## src/rtl/multi_point_tracker.sv

```systemverilog
// Streaming bright-spot tracker: extracts horizontal runs of bright pixels, links them into
// vertically connected blobs, and reports each blob's widest-run centre after frame end.
module multi_point_tracker #(
    parameter int X_W       = 10,
    parameter int Y_W       = 9,
    parameter int MAX_PTS   = 4,
    parameter int MIN_WIDTH = 2,
    parameter int IDX_W     = 3
) (
    input  logic             clk,
    input  logic             rst,
    input  logic             i_frame_start,
    input  logic             i_frame_end,
    input  logic             i_pix_valid,
    input  logic [X_W-1:0]   i_x,
    input  logic [Y_W-1:0]   i_y,
    input  logic             i_bright,
    input  logic             i_pt_ready,
    output logic             o_pt_valid,
    output logic [X_W-1:0]   o_pt_x,
    output logic [Y_W-1:0]   o_pt_y,
    output logic [X_W-1:0]   o_pt_width,
    output logic [IDX_W-1:0] o_pt_idx,
    output logic             o_done,
    output logic [IDX_W-1:0] o_count,
    output logic             o_overflow,
    output logic             o_busy
);
    localparam int SW  = (MAX_PTS > 1) ? $clog2(MAX_PTS) : 1;
    localparam int PW  = IDX_W + 1;
    localparam int YW1 = Y_W + 1;

    typedef enum logic [1:0] {S_IDLE, S_SCAN, S_REPORT, S_DONE} state_t;
    state_t state, state_nxt;

    // Run being accumulated on the current line
    logic           run_open;
    logic [X_W-1:0] run_start, run_end;
    logic [Y_W-1:0] run_y;
    // Closed run waiting for its commit into the slot table
    logic           cm_valid;
    logic [X_W-1:0] cm_start, cm_end, cm_width;
    logic [Y_W-1:0] cm_y;
    logic           flush;
    logic [PW-1:0]  ptr;
    logic           overflow;

    logic [MAX_PTS-1:0] active;
    logic [X_W-1:0]     s_start [MAX_PTS];
    logic [X_W-1:0]     s_end   [MAX_PTS];
    logic [X_W-1:0]     s_max   [MAX_PTS];
    logic [X_W-1:0]     s_cx    [MAX_PTS];
    logic [Y_W-1:0]     s_last  [MAX_PTS];
    logic [Y_W-1:0]     s_cy    [MAX_PTS];

    logic [X_W-1:0] run_width, cm_cx;
    logic           run_keep, scanning, close_now, open_now, extend;
    logic           m_found, f_found, sel_found, xfer;
    logic [SW-1:0]  m_idx, f_idx, sel;
    logic [IDX_W-1:0] cnt;

    assign run_width = run_end - run_start + X_W'(1);
    assign run_keep  = run_width >= X_W'(MIN_WIDTH);
    assign cm_cx     = cm_start + (cm_width >> 1);

    // A line change closes the open run and may open the next one in the same cycle
    assign scanning  = (state == S_SCAN) && !flush;
    assign close_now = scanning && run_open &&
                       (i_frame_end || (i_pix_valid && (!i_bright || i_y != run_y)));
    assign open_now  = scanning && !i_frame_end && i_pix_valid && i_bright &&
                       (!run_open || i_y != run_y);
    assign extend    = scanning && !i_frame_end && i_pix_valid && i_bright &&
                       run_open && i_y == run_y;

    // Slots already touched on cm_y fail the last_y+1 test, so they cannot take a second run
    always_comb begin
        m_found = 1'b0;
        m_idx   = '0;
        f_found = 1'b0;
        f_idx   = '0;
        for (int i = MAX_PTS - 1; i >= 0; i--) begin
            if (active[i] && ({1'b0, s_last[i]} + YW1'(1) == {1'b0, cm_y}) &&
                cm_start <= s_end[i] && cm_end >= s_start[i]) begin
                m_found = 1'b1;
                m_idx   = SW'(i);
            end
            if (!active[i]) begin
                f_found = 1'b1;
                f_idx   = SW'(i);
            end
        end
    end

    always_comb begin
        sel_found = 1'b0;
        sel       = '0;
        cnt       = '0;
        for (int i = MAX_PTS - 1; i >= 0; i--) begin
            if (active[i] && PW'(i) >= ptr) begin
                sel_found = 1'b1;
                sel       = SW'(i);
            end
            cnt = cnt + IDX_W'(active[i]);
        end
    end

    // o_pt_* derive from slot registers and ptr, which only move on a transfer
    assign o_pt_valid = (state == S_REPORT) && sel_found;
    assign xfer       = o_pt_valid && i_pt_ready;
    assign o_pt_x     = o_pt_valid ? s_cx[sel]   : '0;
    assign o_pt_y     = o_pt_valid ? s_cy[sel]   : '0;
    assign o_pt_width = o_pt_valid ? s_max[sel]  : '0;
    assign o_pt_idx   = o_pt_valid ? IDX_W'(sel) : '0;
    assign o_done     = (state == S_DONE);
    assign o_count    = o_done ? cnt : '0;
    assign o_overflow = overflow;
    assign o_busy     = (state == S_SCAN) || (state == S_REPORT);

    always_ff @(posedge clk or negedge rst) begin
        if (!rst) state <= S_IDLE;
        else      state <= state_nxt;
    end

    always_comb begin
        state_nxt = state;
        case (state)
            S_IDLE:   if (i_frame_start) state_nxt = S_SCAN;
            S_SCAN:   if (flush) state_nxt = S_REPORT;
            S_REPORT: if (!sel_found) state_nxt = S_DONE;
            default:  state_nxt = S_IDLE;
        endcase
    end

    always_ff @(posedge clk or negedge rst) begin
        if (!rst) begin
            run_open  <= 1'b0;
            run_start <= '0;
            run_end   <= '0;
            run_y     <= '0;
            cm_valid  <= 1'b0;
            cm_start  <= '0;
            cm_end    <= '0;
            cm_width  <= '0;
            cm_y      <= '0;
            flush     <= 1'b0;
            ptr       <= '0;
            overflow  <= 1'b0;
            active    <= '0;
            for (int i = 0; i < MAX_PTS; i++) begin
                s_start[i] <= '0;
                s_end[i]   <= '0;
                s_max[i]   <= '0;
                s_cx[i]    <= '0;
                s_last[i]  <= '0;
                s_cy[i]    <= '0;
            end
        end else begin
            cm_valid <= 1'b0;
            if (state == S_IDLE && i_frame_start) begin
                active   <= '0;
                overflow <= 1'b0;
                run_open <= 1'b0;
                flush    <= 1'b0;
                ptr      <= '0;
            end
            if (scanning && i_frame_end) flush <= 1'b1;
            if (close_now) begin
                cm_valid <= run_keep;
                cm_start <= run_start;
                cm_end   <= run_end;
                cm_width <= run_width;
                cm_y     <= run_y;
            end
            if (open_now) begin
                run_open  <= 1'b1;
                run_start <= i_x;
                run_end   <= i_x;
                run_y     <= i_y;
            end else if (close_now) begin
                run_open <= 1'b0;
            end else if (extend) begin
                run_end <= i_x;
            end
            if (cm_valid && state == S_SCAN) begin
                if (m_found) begin
                    s_start[m_idx] <= cm_start;
                    s_end[m_idx]   <= cm_end;
                    s_last[m_idx]  <= cm_y;
                    if (cm_width > s_max[m_idx]) begin
                        s_max[m_idx] <= cm_width;
                        s_cx[m_idx]  <= cm_cx;
                        s_cy[m_idx]  <= cm_y;
                    end
                end else if (f_found) begin
                    active[f_idx]  <= 1'b1;
                    s_start[f_idx] <= cm_start;
                    s_end[f_idx]   <= cm_end;
                    s_last[f_idx]  <= cm_y;
                    s_max[f_idx]   <= cm_width;
                    s_cx[f_idx]    <= cm_cx;
                    s_cy[f_idx]    <= cm_y;
                end else begin
                    overflow <= 1'b1;
                end
            end
            if (xfer) ptr <= PW'(sel) + PW'(1);
        end
    end
endmodule
```

## config.mk

```make
export PLATFORM = sky130hd
export DESIGN_NAME = multi_point_tracker
export DESIGN_NICKNAME = d
export VERILOG_FILES = /design/src/rtl/multi_point_tracker.sv
export SDC_FILE = /design/constraint.sdc
export NUM_CORES = 1
export LEC_CHECK = 0
export ABC_AREA = 1
export CAP_MARGIN = 10
export CORE_ASPECT_RATIO = 1.5
export CORE_UTILIZATION = 55
export CTS_CLUSTER_DIAMETER = 30
export CTS_CLUSTER_SIZE = 28
export DETAILED_ROUTE_END_ITERATION = 12
export PLACE_DENSITY = 0.73
export SETUP_SLACK_MARGIN = 0.05
export SLEW_MARGIN = 20
export SYNTH_ARGS = -nofsm -noshare
export SYNTH_HDL_FRONTEND = slang
export SYNTH_SLANG_ARGS = --single-unit
```

## constraint.sdc

```tcl
create_clock -name clk -period 9.5 [get_ports clk]
set_input_delay 2.375 -clock clk [delete_from_list [all_inputs] [get_ports clk]]
set_output_delay 2.375 -clock clk [all_outputs]
set_load 0.1 [all_outputs]
```

# After elaboration in Yosys (flattened, before gate mapping)
# Index checks and enable logic that the tools add are counted.
dict set report word_totals {
  register_bits 314
  latch_bits 0
  mem_bits_rw 0
  mem_bits_ro 0
  output_inout_bits 39
  word_cells 240
  memories 0
}
dict set report op_classes {
  add_sub_neg 11
  multipliers 0
  n_div 0
  n_lt_le_gt_ge 21
  n_eq_ne 14
  shifts 0
  muxes 100
  bitwise 4
  reduce_logical 52
}
# op n
set op_table {}
lappend op_table {{40-bit 2-to-1 mux} 10}
lappend op_table {{40-bit bitwise mux} 8}
lappend op_table {{36-bit 2-to-1 mux} 5}
lappend op_table {{36-bit bitwise mux} 4}
lappend op_table {{10-bit 2-to-1 mux} 13}
lappend op_table {{10-bit binary-select mux with 2-bit select} 3}
lappend op_table {{9-bit 2-to-1 mux} 5}
lappend op_table {{9-bit by 1-bit adder with 10-bit output (second input constant)} 4}
lappend op_table {{10-bit demux with 2-bit select} 2}
lappend op_table {{10-bit by 9-bit equality test with 1-bit output} 4}
lappend op_table {{10-bit greater-or-equal comparator} 4}
lappend op_table {{10-bit less-or-equal comparator} 4}
lappend op_table {{9-bit demux with 2-bit select} 2}
lappend op_table {{1-bit logical AND} 34}
lappend op_table {{2-bit 2-to-1 mux} 16}
lappend op_table {{4-bit 2-to-1 mux} 6}
lappend op_table {{1-bit 2-to-1 mux} 22}
lappend op_table {{9-bit binary-select mux with 2-bit select} 1}
lappend op_table {{10-bit by 1-bit adder with 10-bit output (second input constant)} 1}
lappend op_table {{10-bit by 9-bit adder with 10-bit output} 1}
lappend op_table {{10-bit by 2-bit greater-or-equal comparator with 1-bit output (second input constant)} 1}
lappend op_table {{10-bit > comparator} 1}
lappend op_table {{10-bit subtractor} 1}
lappend op_table {{9-bit equality test} 1}
lappend op_table {{27 further kinds} 49}

# Depth between registers and ports, before layout
# Gate-level depths: netlist of the first run.
dict set report depth {
  depth_word 17
  depth_mapped 33
}

# Least setup slack after synthesis of the first run
# No wires, ideal clock.
dict set report synth_path {
  kind {register to output}
  start {register ptr[1]}
  end {output port o_pt_width[0]}
  arrival_time_ns 4.460
  t_required_ns 7.125
  slack_ns 2.665
  path_stages_with_launch 7
  cell_sequence {dfrtp_1 > nor2_1 > nand3_1 > a31oi_1 > inv_1 > clkbuf_1 > a21oi_1}
}
dict set report synth_between {
  word_cells_on_any_way 22
}
# item line_no
set synth_rtl {}
lappend synth_rtl {{start: declaration} 45} ;# logic [PW-1:0] ptr;
lappend synth_rtl {{start signal: assignment} 206} ;# if (xfer) ptr <= PW'(sel) + PW'(1);
lappend synth_rtl {{2-bit by 4-bit greater-or-equal comparator with 1-bit output} 99} ;# if (active[i] && PW'(i) >= ptr) begin
lappend synth_rtl {{1-bit logical AND} 99}
lappend synth_rtl {{1-bit 2-to-1 mux (3 in series)} 99}
lappend synth_rtl {{1-bit 2-to-1 mux *} 99}
lappend synth_rtl {{1-bit logical AND *} 108} ;# assign o_pt_valid = (state == S_REPORT) && sel_found;
lappend synth_rtl {{via o_pt_valid} 19} ;# output logic o_pt_valid,
lappend synth_rtl {{10-bit 2-to-1 mux *} 112} ;# assign o_pt_width = o_pt_valid ? s_max[sel] : '0;
lappend synth_rtl {{end: declaration} 22} ;# output logic [X_W-1:0] o_pt_width,
# The timed path passes the listed nets; every way through them passes the cells marked *. The select of a mux whose other input is x is not followed.

# Worst setup path in the final report of the first run
dict set report layout_path {
  start {register active[2]}
  end {output port o_pt_width[6]}
}
dict set report layout_between {
  elab_chain_cells 9
  word_cells_on_any_way 13
}
# item line_no
set layout_lines {}
lappend layout_lines {{start: declaration} 48} ;# logic [MAX_PTS-1:0] active;
lappend layout_lines {{start signal: assignment} 148} ;# active <= '0;
lappend layout_lines {{start signal: assignment} 160} ;# active <= '0;
lappend layout_lines {{start signal: indexed assignment} 195} ;# active[f_idx] <= 1'b1;
lappend layout_lines {{1-bit logical AND *} 99}
lappend layout_lines {{2-bit 2-to-1 mux (3 in series)} 99}
lappend layout_lines {{2-bit NOT with 3-bit output (implied by the code)} 112}
lappend layout_lines {{10-bit binary-select mux with 2-bit select} 112}
lappend layout_lines {{10-bit 2-to-1 mux (implied by the code) (2 in series)} 112}
lappend layout_lines {{10-bit 2-to-1 mux *} 112}
# Mark *: on every way between the ends. The rest lies on a longest branch, timed or not. The select of a mux whose other input is x is not followed.

==> metrics.md, run 1 <==
| Metric | Value |
|---|---|
| Status | completed |
| Setup crit end kind | output pin |
| Mapped Nets | 2603 |
| CTS Sinks | 313 |
| Max incr delay on CP | 1.21 ns |
| Cts repair resizes | 0 |
| Avg Inst Size Synth | ~7.6 um2 |
| Vias after detailed routing | 16600 |
| DRC marker count from the first detailed-route iteration | ~1200 |
| Num ports | 65 |
| Peak supply drop | 200 uV |
| Total iterations of the first detailed-routing run | 5 |
| Global-route wire length before repair | 83900 um |
| FP Rows | 81 |
| CP bufs+invs | 5 |
| Vias in the first global route | approximately 16000 |
| DP HPWL | roughly 36000 um |
| ANT cells | 0 |
| Slew headroom | 26.8% |
| GRT Util Overall | 31.6% |
| R2R Setup Slk | around 3.4 ns |
| CTS Root Cell | clkbuf_16 |
| Final setup fails | 0 |
| Final instance area | 21100 um2 |
| Top-area cell type share of the netlist area | a little over two fifths |
| Die width | between 150 and 200 um |
| Clk slew on worst S/H paths | 0.05 ns |
| Hold Crit Class | flop to flop |
| Slew Limit Fails | 0 |
| Minimum clock period | 6.93 ns |
| Crit-path leading delay family | buffers and inverters |
| Max Clock Freq | around 0.14 GHz |
| WP data arrival | 4.56 ns |
| Synth area leaders | dfrtp_1 42%, nand2_1 15%, ha_1 8.7% |
| Final WL | approximately 53000 um |
| EDFF count, synth | 0 |
| Wirelength per Cell | 17.9 um |
| Vias per cell | 5.68 |
| # hold bufs at CTS | 0 |
| Syn Inst Count | 2446 |
| Setup TNS | 0 ns |
| Type of origin of the critical path | flop |
| DRC viols | 0 |
| Largest net degree at the start of global routing | 125 |
| Synth unique cells | 48 |
| CP max-delay cell | clkdlybuf4s50_1 |
| Hold WS | 0.465 ns |
| Die footprint | 34400 um2 |
| DRT antenna net count | 0 |
| Pwr/cell area | 279 nW/um2 |
| Most common cell in the synthesized netlist | nand2_1 |
| Pleak | 10.5 nW |
| Post-Syn Area | about 19000 um2 |
| Total grt overflow | 0 |
| Synthesis Warnings | 0 |
| Fraction of layout cells with a size suffix above 1 | 6.28% |
| Synth area leader | dfrtp_1 |
| Post-CTS Setup Inserts | 0 |
| Post-synthesis register bit count | 313 |
| RSZ-0062 raised after global routing | false |
| Port Buffer Count | 63 |
| Cells along the critical path | inv_1 -> a21oi_1 -> o21ai_0 -> nor2_2 -> buf_4 -> inv_1 -> buf_4 -> a21oi_1 -> o21ai_0 -> a21oi_1 -> clkdlybuf4s50_1 |
| Final nets | 2630 |
| Max Cap Violations | 0 |
| CORE AREA | 32800 um2 |
| Initial core utilization | about 56% |
| Register area share after synthesis | between 40% and 50% |
| Most common flop cell mapped by yosys | dfrtp_1 |
| TritonCTS clock tree | yes |
| Period utilization | 73.0% |
| H-tree levels | 2 |
| Placed cell areas | between 15000 and 20000 um2 |
| Critical path class | flop to output pin |
| Final Skew | 0.0184 ns |
| Worst-margin pin slew | 1.10 ns |
| Layout Area Growth over Synthesis | 14.0% |
| Filler cell count | roughly 2900 |
| Final hold violation count | 0 |
| Initial antenna violation count | 1 |
| Insertion delay to the later sink of the worst-skew pair | 0.59 ns |
| Ys async rst share | 100% |
| Longest Clk Path Bufs | 3 |
| Most frequent cells after synthesis | 729 x nand2_1, 313 x dfrtp_1, 263 x inv_1, 197 x nand3_1 |
| Placer Congestion | 0.904 |
| Most used cell, CP | a21oi_1 |
| Worst Path Required | 7.13 ns |
| CP max FO | 30 |
| Die height | 227 um |
| CTS Buf Count | 55 |
-- cell usage in the layout, fill, tap and decap left out, types with 5 or more instances in the layout --
master,count
buf_4,18
a21oi_1,110
a21o_1,6
clkbuf_16,56
clkinv_2,5
nand2_2,9
xor2_1,21
clkbuf_1,10
bufinv_16,7
dfrtp_1,313
inv_1,263
inv_6,6
clkbuf_8,5
o21bai_1,6
o21ai_1,50
nor2_2,7
inv_2,5
nand3_1,197
o21ai_2,10
nor2_1,181
o211ai_1,7
or2_2,8
clkinv_4,7
xnor2_1,15
nor3_1,6
nand2_1,726
nand4_1,47
o21a_1,5
o21ai_0,182
ha_1,128
clkdlybuf4s50_1,62
-- cells by family (layout without fill, tap and decap cells) --
| kind of cell | after synthesis | after routing | synth area share, % |
|---|---|---|---|
| xor gates and xnor gates | 36 | 36 | 1.70 |
| adders and majority gates | 131 | 131 | 8.98 |
| other | 1 | 1 | 0.0203 |
| buffers and inverters | 381 | 452 | 8.83 |
| AOI/OAI and AO/OA | 387 | 387 | 11.2 |
| and+or+nand+nor | 1197 | 1197 | 26.9 |
| DFF | 313 | 313 | 42.3 |
-- sequential cells by signal, indices dropped and copies added, names as in the netlist, 10 cells and up --
signal and cells:
s_cx 40, s_end 40, s_max 40, s_start 40, s_cy 36, s_last 36, cm_end 10, cm_start 10
cm_width 10, run_end 10, run_start 10
-- metal layers --
layer	track usage [%]	up-vias	part of all wire (%)
met5	0	-	0.025
met4	15.2	2	4.1
met3	4.83	138	6.1
met2	55.1	590	51
met1	37.6	7960	39
li1	-	7958	-
-- worst paths after layout --
kind	start	to	depth (start not counted)
min in group asynchronous	rst	s_cy[23]	1
worst min-delay path	s_cy[5]	s_cy[5]	2
worst max-delay path	active[2]	o_pt_width[6]	11
worst max register to register	cm_start[5]	s_max[15]	27
worst min register to register	s_cy[5]	s_cy[5]	2
max in group asynchronous	rst	s_max[7]	2
-- power by group --
part / switching, mW / internal (mW) / leakage, nW
Sequential: 0.301 / 1.54 / 4.25
Clock: 0.705 / 1.32 / 0.920
Combinational: 1.32 / 0.709 / 5.37
-- worst reg2reg max path: cells and delay by family, from the launching register on --
kind	cells	cell delay [ns]
adders and majority gates	2	0.68
and+or+nand+nor	21	3.98
buffers and inverters	1	0.37
DFF	1	0.50
AOI/OAI and AO/OA	3	0.49
-- per-stage QoR --
stage / power [mW] / utilization, % / cells / setup WS, ns
final: 5.88 / 64.2 / 2932 / 2.57
after global routing: 6.26 / 64.2 / 2932 / 2.45
after CTS: 5.90 / 64.2 / 2932 / 2.63
after detailed placement: 3.85 / 58.4 / 2831 / 3.25
after global placement: 3.79 / 58.4 / 2831 / 3.30
after floorplan: 3.19 / - / 2446 / 2.67
-- cell type report --
| type | count | area (um2) | share of cell area, % |
|---|---|---|---|
| Multi-Input combinational cell | 1752 | 9060 | 42.9 |
| Sequential cell | 313 | 7830 | 37.1 |
| Clock buffer | 71 | 1510 | 7.15 |
| Inverter | 270 | 1010 | 4.80 |
| Timing Repair Buffer | 81 | 771 | 3.65 |
| Tap cell | 415 | 519 | 2.46 |
| Clock inverter | 30 | 395 | 1.87 |
(Power assumes the default switching activity.)
==> run 2, diff against run 1 <==
--- a/config.mk
+++ b/config.mk
@@ -12,7 +12,7 @@
 export CTS_CLUSTER_DIAMETER = 30
 export CTS_CLUSTER_SIZE = 28
 export DETAILED_ROUTE_END_ITERATION = 12
-export PLACE_DENSITY = 0.73
+export PLACE_DENSITY = 0.76
 export SETUP_SLACK_MARGIN = 0.05
 export SLEW_MARGIN = 20
 export SYNTH_ARGS = -nofsm -noshare
==> constraint.sdc (replaced) <==
create_clock -name clk -period 5.65 [get_ports clk]
set_input_delay 1.4125 -clock clk [delete_from_list [all_inputs] [get_ports clk]]
set_output_delay 1.4125 -clock clk [all_outputs]
set_load 0.1 [all_outputs]
==> run 2 against run 1 <==
Final cell count up 0.31%. Global-route usage down 0.42 points. Flip-flop and latch count unchanged. Clock power up 63%. Sequential power up 65%. Clock-buffer cell count down 10. Sequential share of layout area about the same. Critical endpoint is now s_max[24]. Largest power group unchanged.
==> metrics.md, run 2 (same netlist as run 1, synthesis figures left out) <==
| Metric | Value |
|---|---|
| Vias per cell | 5.68 (about the same) |
| ANT cells | 0 (unchanged) |
| Minimum clock period | 5.08 ns |
| H-tree levels | 2 (unchanged) |
| Pleak | 10.6 nW (was 10.5 nW) |
| Peak supply drop | 374 uV (was 200 uV) |
| Hold WS | 0.466 ns (was 0.465 ns) |
| CP max-delay cell | nor3_2 (was clkdlybuf4s50_1) |
| Insertion delay to the later sink of the worst-skew pair | 0.57 ns (was 0.59 ns) |
| WP data arrival | 5.58 ns (was 4.56 ns) |
| Clock network fraction of total power | 33.4% (was 34.3%) |
| Final hold violation count | 0 (unchanged) |
| CTS Buf Count | 50 (was 55) |
| Placed cell areas | 19300 um2 (was 19200 um2) |
| Final Skew | 0.0302 ns (was 0.0184 ns) |
| Die height | 227 um (unchanged) |
| Layout Area Growth over Synthesis | 14.1% (was 14.0%) |
| Psw | 3.92 mW (was 2.32 mW) |
| Setup crit end kind | flop (was output pin) |
| CP bufs+invs | 2 (was 5) |
| Switching share of power | 39.8% (was 39.5%) |
| GRT Util Overall | 31.2% (was 31.6%) |
| Initial core utilization | 56.3% (unchanged) |
| Setup TNS | 0 ns (unchanged) |
| Vias in the first global route | 16600 (was 16300) |
| Total grt overflow | 0 (unchanged) |
| Worst Path Required | 6.15 ns (was 7.13 ns) |
| Sequential Power Share | 30.9% (was 31.2%) |
| DP HPWL | 34900 um (was 35700 um) |
| Crit-path leading delay family | simple AND/OR/NAND/NOR gates (was buffers and inverters) |
| CP max FO | 60 (was 30) |
| Final Total Pwr | 9.86 mW (was 5.88 mW) |
| CTS Sinks | 313 (unchanged) |
| DRC viols | 0 (unchanged) |
| Largest net degree at the start of global routing | 117 (was 125) |
| Critical path class | flop to flop (was flop to output pin) |
| RSZ-0062 raised after global routing | false (unchanged) |
| P_int | 5.93 mW (was 3.56 mW) |
| Placer Congestion | 0.948 (was 0.904) |
| Post-CTS Setup Inserts | 0 (unchanged) |
| Pwr/cell area | 467 nW/um2 (was 279 nW/um2) |
| FP Rows | 81 (unchanged) |
| CTS Root Cell | clkbuf_16 (unchanged) |
| TritonCTS clock tree | yes (unchanged) |
| Num ports | 65 (unchanged) |
| Worst-margin pin slew | 0.973 ns (was 1.10 ns) |
| DRC marker count from the first detailed-route iteration | 1091 (was 1222) |
| Cts repair resizes | 0 (unchanged) |
| Initial antenna violation count | 0 (was 1) |
| Die width | 152 um (unchanged) |
| # hold bufs at CTS | 0 (unchanged) |
| Final instance area | 21100 um2 (about the same) |
| DP Cell Count | 2848 (was 2831) |
| Hold Crit Class | flop to flop (unchanged) |
| Logic pwr share | 35.7% (was 34.4%) |
| Slew Limit Fails | 0 (unchanged) |
| DRT antenna net count | 0 (unchanged) |
| Final nets | 2642 (was 2630) |
| Max Clock Freq | about 0.20 GHz |
| Most common cell after layout, fill and taps aside | nand2_1 (unchanged) |
| Total iterations of the first detailed-routing run | 5 (unchanged) |
| Final WL | 52000 um (was 52600 um) |
| Wirelength per Cell | 17.7 um (was 17.9 um) |
| Status | completed (unchanged) |
| Vias after detailed routing | 16700 (was 16600) |
| Fraction of layout cells with a size suffix above 1 | 8.12% (was 6.28%) |
| Longest Clk Path Bufs | 3 (unchanged) |
| Global-route wire length before repair | 83600 um (was 83900 um) |
| Type of origin of the critical path | flop (unchanged) |
| Post-Layout Cell Count | 2941 (was 2932) |
| Die footprint | 34400 um2 (unchanged) |
| Max incr delay on CP | 0.59 ns (was 1.21 ns) |
| Most used cell, CP | nand2_1 (was a21oi_1) |
| Commonest non-fill, non-tap cells in the layout | 727 x nand2_1, 313 x dfrtp_1, 263 x inv_1 (was 726 x nand2_1, 313 x dfrtp_1, 263 x inv_1) |
| Clk slew on worst S/H paths | 0.06 ns (was 0.05 ns) |
| Max Cap Violations | 0 (unchanged) |
| Slew headroom | 34.9% (was 26.8%) |
| CORE AREA | 32800 um2 (unchanged) |
| Port Buffer Count | 63 (unchanged) |
| Final setup fails | 0 (unchanged) |
| Period utilization | between 80% and 90% |
==> run 2: cell types whose count changed in the layout (fill, tap and decap cells not counted), moves of 3 or more <==
cell,delta
buf_12,+3
buf_4,+44
clkbuf_1,-8
clkbuf_16,-3
clkdlybuf4s50_1,-30
==> run 2: tightest hold or removal path, stage by stage (launching register included) <==
cell and delay [ns]:
dfrtp_1 0.34, nand2_1 0.05, nand2_1 0.04
==> run 2: per-stage QoR <==
stage                     util, %  worst slack, ns
after floorplan                 -            0.592
after global placement       58.7            0.907
after detailed placement     58.7            0.770
after CTS                    64.3            0.689
after global routing         64.3            0.130
final                        64.3            0.567
==> run 2: worst paths after layout <==
kind,start,endpoint,slack [ns],depth (start not counted)
worst max-delay path,cm_start[8],s_max[24],0.57,26
min in group asynchronous,rst,s_cy[30],0.95,1
worst min-delay path,s_cy[5],s_cy[5],0.47,2
max in group asynchronous,rst,s_max[14],3.54,2
worst max register to register,cm_start[8],s_max[24],0.57,26
worst min register to register,s_cy[5],s_cy[5],0.47,2
==> run 2: area by class of cell <==
class,instances,area [um2]
clock buffers,61,1420
clock inverters,32,417
fillers,2788,11700
inverters,270,1010
multi-input cells,1752,9050
flip-flops and latches,313,7830
well taps,415,519
repair buffers,98,861
==> run 2: layer usage <==
layer / share of wire (%) / wire length, um / up-vias / global-route usage [%]
met5: 0 / 0 / - / 0
met4: 4.1 / 2150 / 0 / 15.1
met3: 5.6 / 2900 / 157 / 4.21
met2: 51 / 26700 / 621 / 54.9
met1: 39 / 20200 / 7960 / 36.9
li1: - / - / 7974 / -
==> run 2: power groups by stage <==
stage	Clock (mW)	Sequential (mW)	Combinational, mW
floorplan	0	2.86	2.52
global placement	0	3.05	3.32
detailed placement	0	3.07	3.42
CTS	3.32	3.04	3.50
global route	3.44	3.08	3.93
finish	3.30	3.04	3.52
==> run 3, diff against run 2 <==
--- a/config.mk
+++ b/config.mk
@@ -14,7 +14,7 @@
 export DETAILED_ROUTE_END_ITERATION = 12
 export PLACE_DENSITY = 0.76
 export SETUP_SLACK_MARGIN = 0.05
-export SLEW_MARGIN = 20
+export SLEW_MARGIN = 10
 export SYNTH_ARGS = -nofsm -noshare
 export SYNTH_HDL_FRONTEND = slang
 export SYNTH_SLANG_ARGS = --single-unit
==> results of run 3 <==
Final layout, timing and power as in run 2 (identical DEF).
==> edit (settings of run 1) <==
`IDX_W`: 3 -> 4.
--- a/src/rtl/multi_point_tracker.sv
+++ b/src/rtl/multi_point_tracker.sv
@@ -6,5 +6,5 @@
     parameter int MAX_PTS   = 4,
     parameter int MIN_WIDTH = 2,
-    parameter int IDX_W     = 3
+    parameter int IDX_W     = 4
 ) (
     input  logic             clk,
Interface: changed (resized o_count and o_pt_idx); port bits go from 65 to 67. No check against the original RTL was run, so the function may have changed too.
==> edit against run 1 <==
- wire length fell by 9.7%
- synthesized area fell by 1.3%
- power fell by 1.2%
- sequential cell count did not move
- register-to-register slack improved by 0.19 ns
- setup slack got worse by 0.32 ns
- final cell count fell by 1.9%
- count of clock-buffer cells in the layout fell by 2
- final area fell by 1.0%
- clock skew rose by 0.016 ns
- critical path type unchanged
- critical endpoint is now o_pt_width[0]
- largest power group is now clock
==> edit: results (changes against run 1) <==
- Status: finished clean (unchanged)
- CTS Buf Count: 57 (was 55)
- Pre-CTS setup slack: 2.87 ns (was 3.25 ns)
- Via count: 15,800 (was 16,600)
- Via-to-Cell Ratio: 5.49 (was 5.68)
- Max VDD drop: 0.162 mV (was 0.200 mV)
- Met2 usage in global routing: 50.4% (was 55.1%)
- Final setup skew: 0.0348 ns (was 0.0184 ns)
- R2R setup slack: 3.56 ns (was 3.37 ns)
- M1 GR Usage: 35.4% (was 37.6%)
- Crit path DAT: 4.88 ns (was 4.56 ns)
- Worst hold slack: 0.479 ns (was 0.465 ns)
- Share of cells above drive strength 1: 5.81% (was 6.28%)
- Largest net degree at the start of global routing: 151 (was 125)
- R2R cell count: 22 (was 27)
- Sequential fraction of the synthesis area: 42.9% (was 42.3%)
- Worst R2R End: s_max[8] (was s_max[15])
- Met3 Resource Use GR: 4.62% (was 4.83%)
- Starting DRT DRC Count: 899 (was 1,222)
- Pre-antenna DRT Iters: 6 (was 5)
- RePlAce Congestion: 0.921 (was 0.904)
- Slew headroom: 25.8% (was 26.8%)
- Final HPWL DP: 32,900 microns (was 35,700 microns)
- Pleak: 10.0 nW (was 10.5 nW)
- Initial antenna violation count: 0 (was 1)
- Hold Startpoint: s_cx[29] (was s_cy[5])
- Post-Route WL: 47,500 microns (was 52,600 microns)
- First-pass GRT wire length: 78,000 microns (was 83,900 microns)
- Final min period: 7.25 ns (was 6.93 ns)
- Post-synth cell types: 50 (was 48)
- Final Net Count: 2,573 (was 2,630)
- Total GRT Usage: 29.3% (was 31.6%)
-- edit: changes by cell type after synthesis, sizes merged, moves of 7 or more --
cell   delta
nand2   -106
o21ai    +99
nand3    -91
inv      +69
nand4    -20
buf      -14
nor2     -11
or2       -8
a21oi     +7
-- edit: layout make-up --
cell class	count	area, sq um
fill	2826	11800
multi-input combinational	1634	8590
sequential	313	7830
clock buffer	69	1550
inverter	339	1270
timing repair buffer	72	716
tap	415	519
clock inverter	34	394
-- edit: cell families (layout without fill, tap and decap cells) --
family	Yosys count	in the layout	synth area share, %
other	1	3	0.0205
and+or+nand+nor	964	964	21.8
xor gates and xnor gates	37	37	1.77
AOI/OAI and AO/OA	500	500	14.4
adders and majority gates	130	130	9.03
DFF	313	313	42.9
buffers and inverters	436	514	10.1
-- edit: critical path, stage by stage, from the launching register on --
cell             delay (ns)
dfrtp_1                0.42
inv_1                  0.09
a21oi_1                0.17
o31ai_1                0.10
nand2_2                0.06
buf_4                  0.60
clkinv_1               1.04
nand2_1                0.33
o211ai_1               0.13
a21oi_1                0.18
clkdlybuf4s50_1        1.17
-- edit: how the worst max path moves through the flow --
stage                   start            end  cells after the start
finish              active[2]  o_pt_width[0]                     10
detailed placement  active[2]  o_pt_width[0]                     10
global route        active[2]  o_pt_width[0]                     10
floorplan              ptr[1]  o_pt_width[0]                      6
CTS                 active[2]  o_pt_width[0]                     10
global placement    active[2]      o_pt_y[8]                     10
-- edit: per-layer routing --
metal,vias to the layer above,share of wire (%)
li1,7720,-
met1,7489,41
met2,455,50
met3,127,5.0
met4,0,4.3
met5,-,0
-- edit: power breakdown --
group          switching [mW]  internal (mW)  leakage (nW)
clock                   0.719           1.33         0.956
combinational            1.31          0.684          4.84
sequential              0.252           1.52          4.24
total                    2.28           3.53          10.0
